**src/rtl/led_pwm_driver_if.sv**
```systemverilog
// Bus between the processor core and the LED PWM driver: per-LED commands in,
// LED pin drive and frame marker out.
interface led_pwm_driver_if #(
  parameter int NUM_LEDS = 18
);
  logic [8*NUM_LEDS-1:0] led_commands;
  logic [NUM_LEDS-1:0]   led_pins;
  logic                  frame_start;

  modport master (
    output led_commands,
    input  led_pins,
    input  frame_start
  );

  modport slave (
    input  led_commands,
    output led_pins,
    output frame_start
  );
endinterface

```
**src/rtl/led_pwm_driver.sv**
```systemverilog
// Frame-based PWM driver for the board LEDs: per-LED mode and duty commands are
// snapshotted once per 64-step frame and rendered as registered pin levels.
module led_pwm_driver #(
  parameter int NUM_LEDS     = 18,
  parameter int PWM_PRESCALE = 4,
  parameter int BLINK_FRAMES = 64
) (
  input  logic             clock,
  input  logic             reset,
  led_pwm_driver_if.slave  bus
);

  localparam int PRESC_W = (PWM_PRESCALE > 1) ? $clog2(PWM_PRESCALE) : 1;
  localparam int BLINK_W = (BLINK_FRAMES > 1) ? $clog2(BLINK_FRAMES) : 1;
  localparam logic [PRESC_W-1:0] PRESC_MAX = PRESC_W'(PWM_PRESCALE - 1);
  localparam logic [BLINK_W-1:0] BLINK_MAX = BLINK_W'(BLINK_FRAMES - 1);
  localparam logic [5:0]         PWM_MAX   = 6'd63;

  typedef enum logic [1:0] {
    ModeOff      = 2'b00,
    ModeSolid    = 2'b01,
    ModeBlink    = 2'b10,
    ModeAltBlink = 2'b11
  } ledMode_e;

  logic [PRESC_W-1:0]    presc_q, presc_d;
  logic [5:0]            pwm_q, pwm_d;
  logic [BLINK_W-1:0]    blink_q, blink_d;
  logic                  phase_q, phase_d;
  logic [8*NUM_LEDS-1:0] shadow_q, shadow_d;
  logic [NUM_LEDS-1:0]   pins_q, pins_d;
  logic                  frameStart_q, frameStart_d;

  logic tick;
  logic boundary;

  // Level of one LED for the current PWM step; duty 63 is full-on with no dark step.
  function automatic logic ledLevel(input logic [7:0] cmd, input logic [5:0] cnt,
                                    input logic phase);
    logic pwmOn;
    pwmOn = (cmd[5:0] == PWM_MAX) || (cnt < cmd[5:0]);
    case (ledMode_e'(cmd[7:6]))
      ModeSolid:    ledLevel = pwmOn;
      ModeBlink:    ledLevel = pwmOn && phase;
      ModeAltBlink: ledLevel = pwmOn && !phase;
      default:      ledLevel = 1'b0;
    endcase
  endfunction

  assign tick     = (presc_q == PRESC_MAX);
  assign boundary = tick && (pwm_q == PWM_MAX);

  always_comb begin
    presc_d = tick ? '0 : presc_q + PRESC_W'(1);
    pwm_d   = tick ? pwm_q + 6'd1 : pwm_q;
  end

  // Commands, frame marker and blink timebase only move on the frame boundary.
  always_comb begin
    shadow_d     = shadow_q;
    blink_d      = blink_q;
    phase_d      = phase_q;
    frameStart_d = boundary;
    if (boundary) begin
      shadow_d = bus.led_commands;
      if (blink_q == BLINK_MAX) begin
        blink_d = '0;
        phase_d = !phase_q;
      end else begin
        blink_d = blink_q + BLINK_W'(1);
      end
    end
  end

  always_comb begin
    pins_d = '0;
    for (int i = 0; i < NUM_LEDS; i++) begin
      pins_d[i] = ledLevel(shadow_q[8*i +: 8], pwm_q, phase_q);
    end
  end

  always_ff @(posedge clock) begin
    if (reset) begin
      presc_q      <= '0;
      pwm_q        <= '0;
      blink_q      <= '0;
      phase_q      <= 1'b0;
      shadow_q     <= '0;
      pins_q       <= '0;
      frameStart_q <= 1'b0;
    end else begin
      presc_q      <= presc_d;
      pwm_q        <= pwm_d;
      blink_q      <= blink_d;
      phase_q      <= phase_d;
      shadow_q     <= shadow_d;
      pins_q       <= pins_d;
      frameStart_q <= frameStart_d;
    end
  end

  assign bus.led_pins    = pins_q;
  assign bus.frame_start = frameStart_q;

endmodule

```
**src/flat_wrapper.sv**
```systemverilog
// flat-port wrapper written by rule: the top's interface ports become plain ports
module led_pwm_driver_flat 
#(
  parameter int NUM_LEDS     = 18,
  parameter int PWM_PRESCALE = 4,
  parameter int BLINK_FRAMES = 64
)
  (clock, reset, bus_led_commands, bus_led_pins, bus_frame_start);
  led_pwm_driver_if #(.NUM_LEDS(NUM_LEDS)) bus_i ();
  input  logic clock;
  input  logic reset;
  input wire logic [$bits(bus_i.led_commands)-1:0] bus_led_commands;
  output wire logic [$bits(bus_i.led_pins)-1:0] bus_led_pins;
  output wire logic [$bits(bus_i.frame_start)-1:0] bus_frame_start;
  assign bus_i.led_commands = bus_led_commands;
  assign bus_led_pins = bus_i.led_pins;
  assign bus_frame_start = bus_i.frame_start;
  led_pwm_driver #(.NUM_LEDS(NUM_LEDS), .PWM_PRESCALE(PWM_PRESCALE), .BLINK_FRAMES(BLINK_FRAMES)) u_core (.clock(clock), .reset(reset), .bus(bus_i));
endmodule
```
**config.mk**
```make
export PLATFORM = sky130hd
export DESIGN_NAME = led_pwm_driver_flat
export DESIGN_NICKNAME = d
export VERILOG_FILES = /design/src/rtl/led_pwm_driver_if.sv /design/src/rtl/led_pwm_driver.sv /design/src/flat_wrapper.sv
export SDC_FILE = /design/constraint.sdc
export NUM_CORES = 1
export LEC_CHECK = 0
export BUFFER_PORTS_ARGS = -buffer_cell sky130_fd_sc_hd__buf_2
export CORE_MARGIN = 4
export CORE_UTILIZATION = 35
export CTS_CLUSTER_SIZE = 20
export DETAILED_ROUTE_END_ITERATION = 8
export PLACE_DENSITY = 0.63
export SLEW_MARGIN = 30
export SYNTH_ARGS = -nofsm -noshare
export SYNTH_HDL_FRONTEND = slang
export SYNTH_SLANG_ARGS = --single-unit
```
**constraint.sdc**
```tcl
create_clock -name clock -period 3 [get_ports clock]
set_clock_uncertainty 0.2 [all_clocks]
set_input_delay 0.15 -clock clock [delete_from_list [all_inputs] [get_ports clock]]
set_output_delay 0.15 -clock clock [all_outputs]
set_load 0.01 [all_outputs]
```
==> results of run 1 <==
==> layer usage <==
layer  track usage, %  routed length (µm)  up-vias
met1             21.6               11200     3829
met5                0                   0        -
met4             5.15                 382        0
met2             30.7               12200      136
met3             3.12                 745       25
li1                 -                   -     4307
==> worst max-delay path, stage by stage, from the launching register on <==
cell and delay, ps:
dfxtp_1 320, ha_1 320, nand3_4 150, or2_4 650, buf_12 370, nand2_1 110, a21oi_1 140
==> area by class of cell <==
| cell class | instances | area, µm² |
|---|---|---|
| fill | 2427 | 13300 |
| clock buffer | 18 | 439 |
| inverter | 94 | 353 |
| antenna | 1 | 2.50 |
| clock inverter | 12 | 109 |
| tap | 330 | 413 |
| sequential | 178 | 3570 |
| multi-input combinational | 774 | 4640 |
| timing repair buffer | 321 | 2400 |
==> path summary, 6_finish.rpt <==
check / endpoint / cells after the start
setup / recovery: u_core.shadow_q[109]$_SDFFE_PP0P_ / 6
hold / removal: u_core.shadow_q[35]$_SDFFE_PP0P_ / 2
setup reg to reg: u_core.shadow_q[109]$_SDFFE_PP0P_ / 6
hold reg to reg: u_core.presc_q[0]$_SDFF_PP0_ / 1
==> sequential cells by signal, indices dropped and copies added, names as in the netlist <==
name,cells
u_core.bus.led_pins,18
u_core.blink_q,6
u_core.bus.frame_start,1
u_core.pwm_q,6
u_core.phase_q,1
u_core.shadow_q,144
u_core.presc_q,2
==> synthesized netlist by cell type, drive strengths merged <==
cell     number  area [µm²]
nand2       333        1250
dfxtp       178        3560
a21oi       146         731
inv          94         353
ha           93        1160
buf          40         337
nor3         22         110
xor2         20         175
nand4        19         119
a211oi       18         135
a31oi        18         113
o2111ai      18         158
o21a         18         135
o32ai        18         158
or3b         18         158
clkbuf       17        63.8
nor2         11        48.8
xnor2         5        43.8
nand3         3        32.5
nor4          2        12.5
o21ai         2        10.0
a311o         1        10.0
a311oi        1        8.76
a31o          1        8.76
mux2i         1        10.0
nand3b        1        7.51
nor3b         1        7.51
o31ai         1        7.51
o41ai         1        16.3
or2           1        8.76
or3           1        6.26
==> through the flow <==
stage	instance area [µm²]	utilization (%)
2_1_floorplan	8960	-
3_3_place_gp	9940	39.5
3_5_place_dp	9940	39.5
4_1_cts	11900	47.4
5_1_grt	11900	47.4
6_report	11900	47.4
==> cells by family (layout without fill, tap and decap cells) <==
family	after synthesis	in the layout	share of synthesized area, %
other cells	0	1	0
simple gates	412	412	19.6
flops	178	178	39.8
compound gates	243	243	16.6
fa+ha+maj	93	93	13.0
xor+xnor	25	25	2.44
mux	1	1	0.112
buf+inv	151	445	8.41
==> layout by cell type, fill, tap and decap left out, drive strengths merged <==
master       instances
dlygate4sd3        144
nand2              333
a211oi              18
diode                1
a311oi               1
nor3b                1
ha                  93
clkinvlp             5
a31o                 1
nor2                11
o21a                18
clkinv               3
bufinv               1
o41ai                1
mux2i                1
o32ai               18
nand3                3
o2111ai             18
xor2                20
nand4               19
nor3                22
dfxtp              178
nand3b               1
nor4                 2
or3                  1
a311o                1
xnor2                5
clkbuf              18
a31oi               18
or3b                18
o31ai                1
a21oi              146
o21ai                2
inv                 97
or2                  1
buf                177
==> power by group <==
part           total (mW)  leakage [nW]  switching, mW  internal (mW)
clock                2.12         0.257          0.962           1.16
sequential           2.37          1.44        0.00226           2.37
combinational       0.324          2.62          0.118          0.206
==> repair_timing <==
action	in CTS	in global routing
hold buffers	144	0
hold endpoints to repair	144	0
setup endpoints to repair	0	0
==> run_results.csv, run 1 <==
group,metric,value,unit
run_status,run_status,"finished clean",
setup_path,cp_max_fo,79,
setup_path,cp-start-kind,"flip-flop",
floorplanning,initial_core_util,35.6,%
placed_design,dp_worst_setup_slack,566,ps
global_route,grtUsageTotal,17.4,%
flow_run,maxCapViolations,0,
worst_hold_path,min_from,"reset",
drt,vias,8297,
global_route,grt_pass1_vias,8347,
timing,fin_crit_sh,80.5,%
drt,drc,0,
setup_path,cp.arrival,2580,ps
layout,drive_above_1_share,15.8,%
drt,vias_per_cell,4.80,
cts,clk-insertion-delay-late,420,ps
floorplanning,io_pins,165,
worst_hold_path,min_path_type,"in -> reg",
logic_synthesis,ys_ff_latch,178,
cts,numCtsBuffers,17,
setup_path,crit_type,"reg -> reg",
timing,fin_ws,584,ps
cts,htree_levels,4,
timing,setup-tns-final,0,ps
cts,cts_resized,0,
logic_synthesis,yosysWarnings,0,
pwr,powerDensity,403,nW/µm²
global_route,grt_pass1_wl,40300,µm
setup_path,endpoint_kind,"flip-flop",
timing,maxSlewHeadroom,43.8,%
cts,clkTransAtPathRegs,70,ps
layout,areaGrowthSynthToFinish,33.2,%
timing,drv_slew,0,
cts,ctsRootBufferMaster,"clkbuf_16",
floorplanning,die_area,28200,µm²
logic_synthesis,avgSynthCellArea,8.12,µm²
drt,drt-initial-drc-count,460,
cts,cts_tree,"done",
drt,routedWlPerCell,14.2,µm
pwr,ir_drop,0.272,mV
global_route,grt_overflow,0,
pwr,leakagePower,4.31,nW
cts,clock_sinks,178,
placed_design,numPortBuffers,164,
setup_path,r2r_start,"u_core.presc_q[0]$_SDFF_PP0_",
pwr,p_total,4.81,mW
logic_synthesis,netlist_instances,1103,
logic_synthesis,synth_area,8960,µm²
global_route,antenna_found_initial,0,
setup_path,r2r_setup_slack,580,ps
placed_design,gp_congestion,0.799,
logic_synthesis,syn_nets,1342,
placed_design,dp_cells,1553,
layout,final_nets,1625,
timing,setup_violations,0,
timing,worst-slew-pin-transition,842,ps
floorplanning,dieWidth,168,µm
timing,period_needed,2420,ps
layout,layoutNonFillerInstCount,1728,
setup_path,crit_path_start,"u_core.presc_q[0]$_SDFF_PP0_",
timing,rsz0062_at_grt,"false",
setup_path,critPathRequiredTime,3160,ps
timing,max_freq,0.414,GHz
drt,dr.pass1.iters,4,
drt,wl,24500,µm
timing,hold_viol,0,
floorplanning,die_h,168,µm
logic_synthesis,synth.distinct_cells,38,
logic_synthesis,yosysSeqAreaShare,39.8,%
cts,post_cts_buffers,0,
placed_design,hpwl,15100,µm
cts,cts_buffer_depth,2,
floorplanning,num_rows,58,
drt,antenna_left,0,
global_route,grt_max_degree,109,
floorplanning,core,25200,µm²
timing,hold_slack,8.45,ps
No activity file was read; power rests on OpenSTA's default activity.
==> run 2: changes to the inputs <==
Settings changed: ABC_AREA set to 1, PLACE_DENSITY 0.63 to 0.65.
Clock period 3 ns to 2 ns, I/O delays scaled along.
==> run_results.csv, run 2 <==
group,metric,value,unit
run_status,run_status,"finished clean",
drt,wl_met2,12400,µm
logic_synthesis,async_reset_ff_share,0,%
pwr,powerDensity,616,nW/µm²
logic_synthesis,synth-simple-area-share,15.1,%
setup_path,path_cells,"ha_1, nand2_2, nor2_4, nand3_4, buf_12, buf_12, o21ai_0, a21oi_1",
logic_synthesis,synth_area_leaders,"dfxtp_1 (39%), ha_1 (13%), a21oi_1 (7.6%), inv_1 (5.6%), o21ai_1 (5.5%)",
floorplanning,die_h,170,µm
setup_path,r2r-end,"u_core.shadow_q[26]$_SDFFE_PP0P_",
timing,rsz0062_at_grt,"false",
drt,vias,8579,
setup_path,r2r_start,"u_core.pwm_q[0]$_SDFFE_PP0P_",
logic_synthesis,synth_top_family_by_area,"compound AO/OA/AOI/OAI gates",
setup_path,critPathTopFamily,"simple AND/OR/NAND/NOR gates",
drt,routedWlPerCell,13.8,µm
setup_path,path_buf_inv,2,
logic_synthesis,avgSynthCellArea,7.88,µm²
placed_design,hpwl,16500,µm
worst_hold_path,min_path_type,"reg -> reg",
cts,clkTransAtPathRegs,70,ps
cts,cts_resized,0,
timing,drv_slew,0,
placed_design,gp_congestion,0.775,
drt,drt-initial-drc-count,414,
logic_synthesis,synthMuxAreaShare,0,%
floorplanning,num_rows,58,
cts,clock_sinks,178,
logic_synthesis,synth_ff_type,"dfxtp_1",
setup_path,cp.arrival,1910,ps
placed_design,placed_cell_area,10400,µm²
setup_path,endpoint_kind,"flip-flop",
logic_synthesis,synth_adder_area_share,12.7,%
logic_synthesis,synth_compound_area_share,23.1,%
drt,dr.pass1.iters,5,
drt,met1_length,11400,µm
layout,drive_above_1_share,19.9,%
logic_synthesis,yosysWarnings,0,
cts,cts_tree,"done",
placed_design,numPortBuffers,164,
drt,antenna_left,0,
setup_path,crit_cells,8,
setup_path,crit_path_frequent_cell,"buf_12",
pwr,ir_drop,0.482,mV
logic_synthesis,synth.top_cell.area_share,39.0,%
global_route,grt_max_degree,59,
logic_synthesis,synth-edff-count,0,
cts,htree_levels,4,
drt,dr.max_layer_used,"met4",
logic_synthesis,synth-xor-area-share,0.0958,%
logic_synthesis,ys_ff_latch,178,
timing,hold_viol,0,
layout,mostFrequentLayoutCell,"dfxtp_1",
worst_hold_path,holdPathStages,1,
timing,setup-tns-final,0,ps
layout,largest_register_ffs,144,
setup_path,r2r_setup_slack,200,ps
floorplanning,core,25500,µm²
floorplanning,dieWidth,170,µm
layout,final_area,12500,µm²
floorplanning,io_pins,165,
cts,ctsRootBufferMaster,"clkbuf_16",
logic_synthesis,synth_common_cells,"dfxtp_1 (178), a21oi_1 (139), inv_1 (136)",
drt,drc,0,
setup_path,critPathSlowestCell,"dfxtp_1",
pwr,leakagePower,5.04,nW
layout,regMostFlops,"u_core.shadow_q",
logic_synthesis,netlist_instances,1160,
setup_path,slowest_delay,340,ps
timing,maxSlewHeadroom,71.4,%
layout,layout_common_cells,"dfxtp_1 (175), buf_2 (164), dlygate4sd3_1 (145)",
global_route,grt_pass1_wl,41600,µm
setup_path,cp_max_fo,21,
drt,vias_per_cell,4.72,
timing,fin_crit_sh,90.0,%
flow_run,maxCapViolations,0,
setup_path,cp-start-kind,"flip-flop",
setup_path,critPathRequiredTime,2110,ps
cts,numCtsBuffers,17,
layout,layoutNonFillerInstCount,1817,
cts,clk-insertion-delay-late,420,ps
timing,worst-slew-pin-transition,429,ps
logic_synthesis,synth_area_leader_cell,"dfxtp_1",
cts,cts_buffer_depth,2,
drt,wl,25100,µm
placed_design,dp_cells,1636,
setup_path,crit_type,"reg -> reg",
floorplanning,die_area,28800,µm²
layout,final_nets,1711,
global_route,grt_overflow,0,
timing,setup_violations,0,
global_route,grtUsageTotal,17.7,%
logic_synthesis,synth.distinct_cells,28,
timing,max_freq,0.556,GHz
worst_hold_path,min_from,"u_core.presc_q[0]$_SDFF_PP0_",
logic_synthesis,syn_nets,1399,
logic_synthesis,synth_area,9150,µm²
logic_synthesis,yosysSeqAreaShare,39.0,%
setup_path,r2r_cells,8,
floorplanning,initial_core_util,35.9,%
global_route,antenna_found_initial,0,
drt,wl_met3,814,µm
layout,areaGrowthSynthToFinish,37.1,%
global_route,grt_pass1_vias,8631,
worst_hold_path,min_to,"u_core.presc_q[0]$_SDFF_PP0_",
pwr,p_total,7.73,mW
logic_synthesis,yosysMostFrequentCell,"dfxtp_1",
timing,period_needed,1800,ps
## run 2: stage by stage
stage,utilization (%),hold WS [ps],setup WS [ps]
2_1_floorplan,-,-30.9,97.2
3_3_place_gp,41.0,131,130
3_5_place_dp,41.0,142,68.6
4_1_cts,49.1,225,52.0
5_1_grt,49.2,259,56.3
6_report,49.2,238,200
## run 2: cell families (layout without fill, tap and decap cells)
| logic type | count (synthesis) | after routing |
|---|---|---|
| fa+ha+maj | 93 | 93 |
| buf+inv | 195 | 520 |
| xor+xnor | 1 | 1 |
| simple gates | 318 | 318 |
| compound gates | 375 | 375 |
| other cells | 0 | 2 |
| flops | 178 | 178 |
## run 2: power breakdown
part           total (mW)  switching (mW)  internal [mW]
registers            3.55         0.00355           3.55
logic               0.664           0.281          0.383
clock network        3.51            1.48           2.03
## run 2: cell type report
| cell class | count | area [µm²] |
|---|---|---|
| fillers | 2382 | 12900 |
| multi-input cells | 787 | 4670 |
| flip-flops and latches | 178 | 3570 |
| repair buffers | 350 | 2760 |
| inverters | 138 | 520 |
| clock buffers | 23 | 498 |
| well taps | 330 | 413 |
| clock inverters | 9 | 118 |
| diodes | 2 | 5.00 |
## run 2: worst reg2reg max path: stages, from the launching register on
cell	delay [ps]
dfxtp_1	340
ha_1	190
nand2_2	90
nor2_4	100
nand3_4	160
buf_12	200
buf_12	150
o21ai_0	220
a21oi_1	60
## run 2: what timing repair did
item / 4_1_cts / 5_1_grt
endpoints found under the setup margin: 0 / 36
hold endpoints to repair: 148 / 0
buffers inserted: 0 / 2
hold buffers: 145 / 0
## run 2: how the worst max path moves through the flow
stage / from / end
2_1_floorplan: u_core.pwm_q[5]$_SDFFE_PP0P_ / u_core.shadow_q[60]$_SDFFE_PP0P_
3_3_place_gp: u_core.pwm_q[0]$_SDFFE_PP0P_ / u_core.shadow_q[118]$_SDFFE_PP0P_
3_5_place_dp: u_core.presc_q[0]$_SDFF_PP0_ / u_core.shadow_q[143]$_SDFFE_PP0P_
4_1_cts: u_core.presc_q[0]$_SDFF_PP0_ / u_core.shadow_q[143]$_SDFFE_PP0P_
5_1_grt: u_core.pwm_q[2]$_SDFFE_PP0P_ / u_core.blink_q[3]$_SDFFE_PP0P_
6_report: u_core.pwm_q[0]$_SDFFE_PP0P_ / u_core.shadow_q[26]$_SDFFE_PP0P_
## run 2: metal layers
metal	up-vias	GRT usage, %
li1	4513	-
met3	31	2.70
met5	-	0
met1	3892	21.7
met2	143	31.8
met4	0	5.25
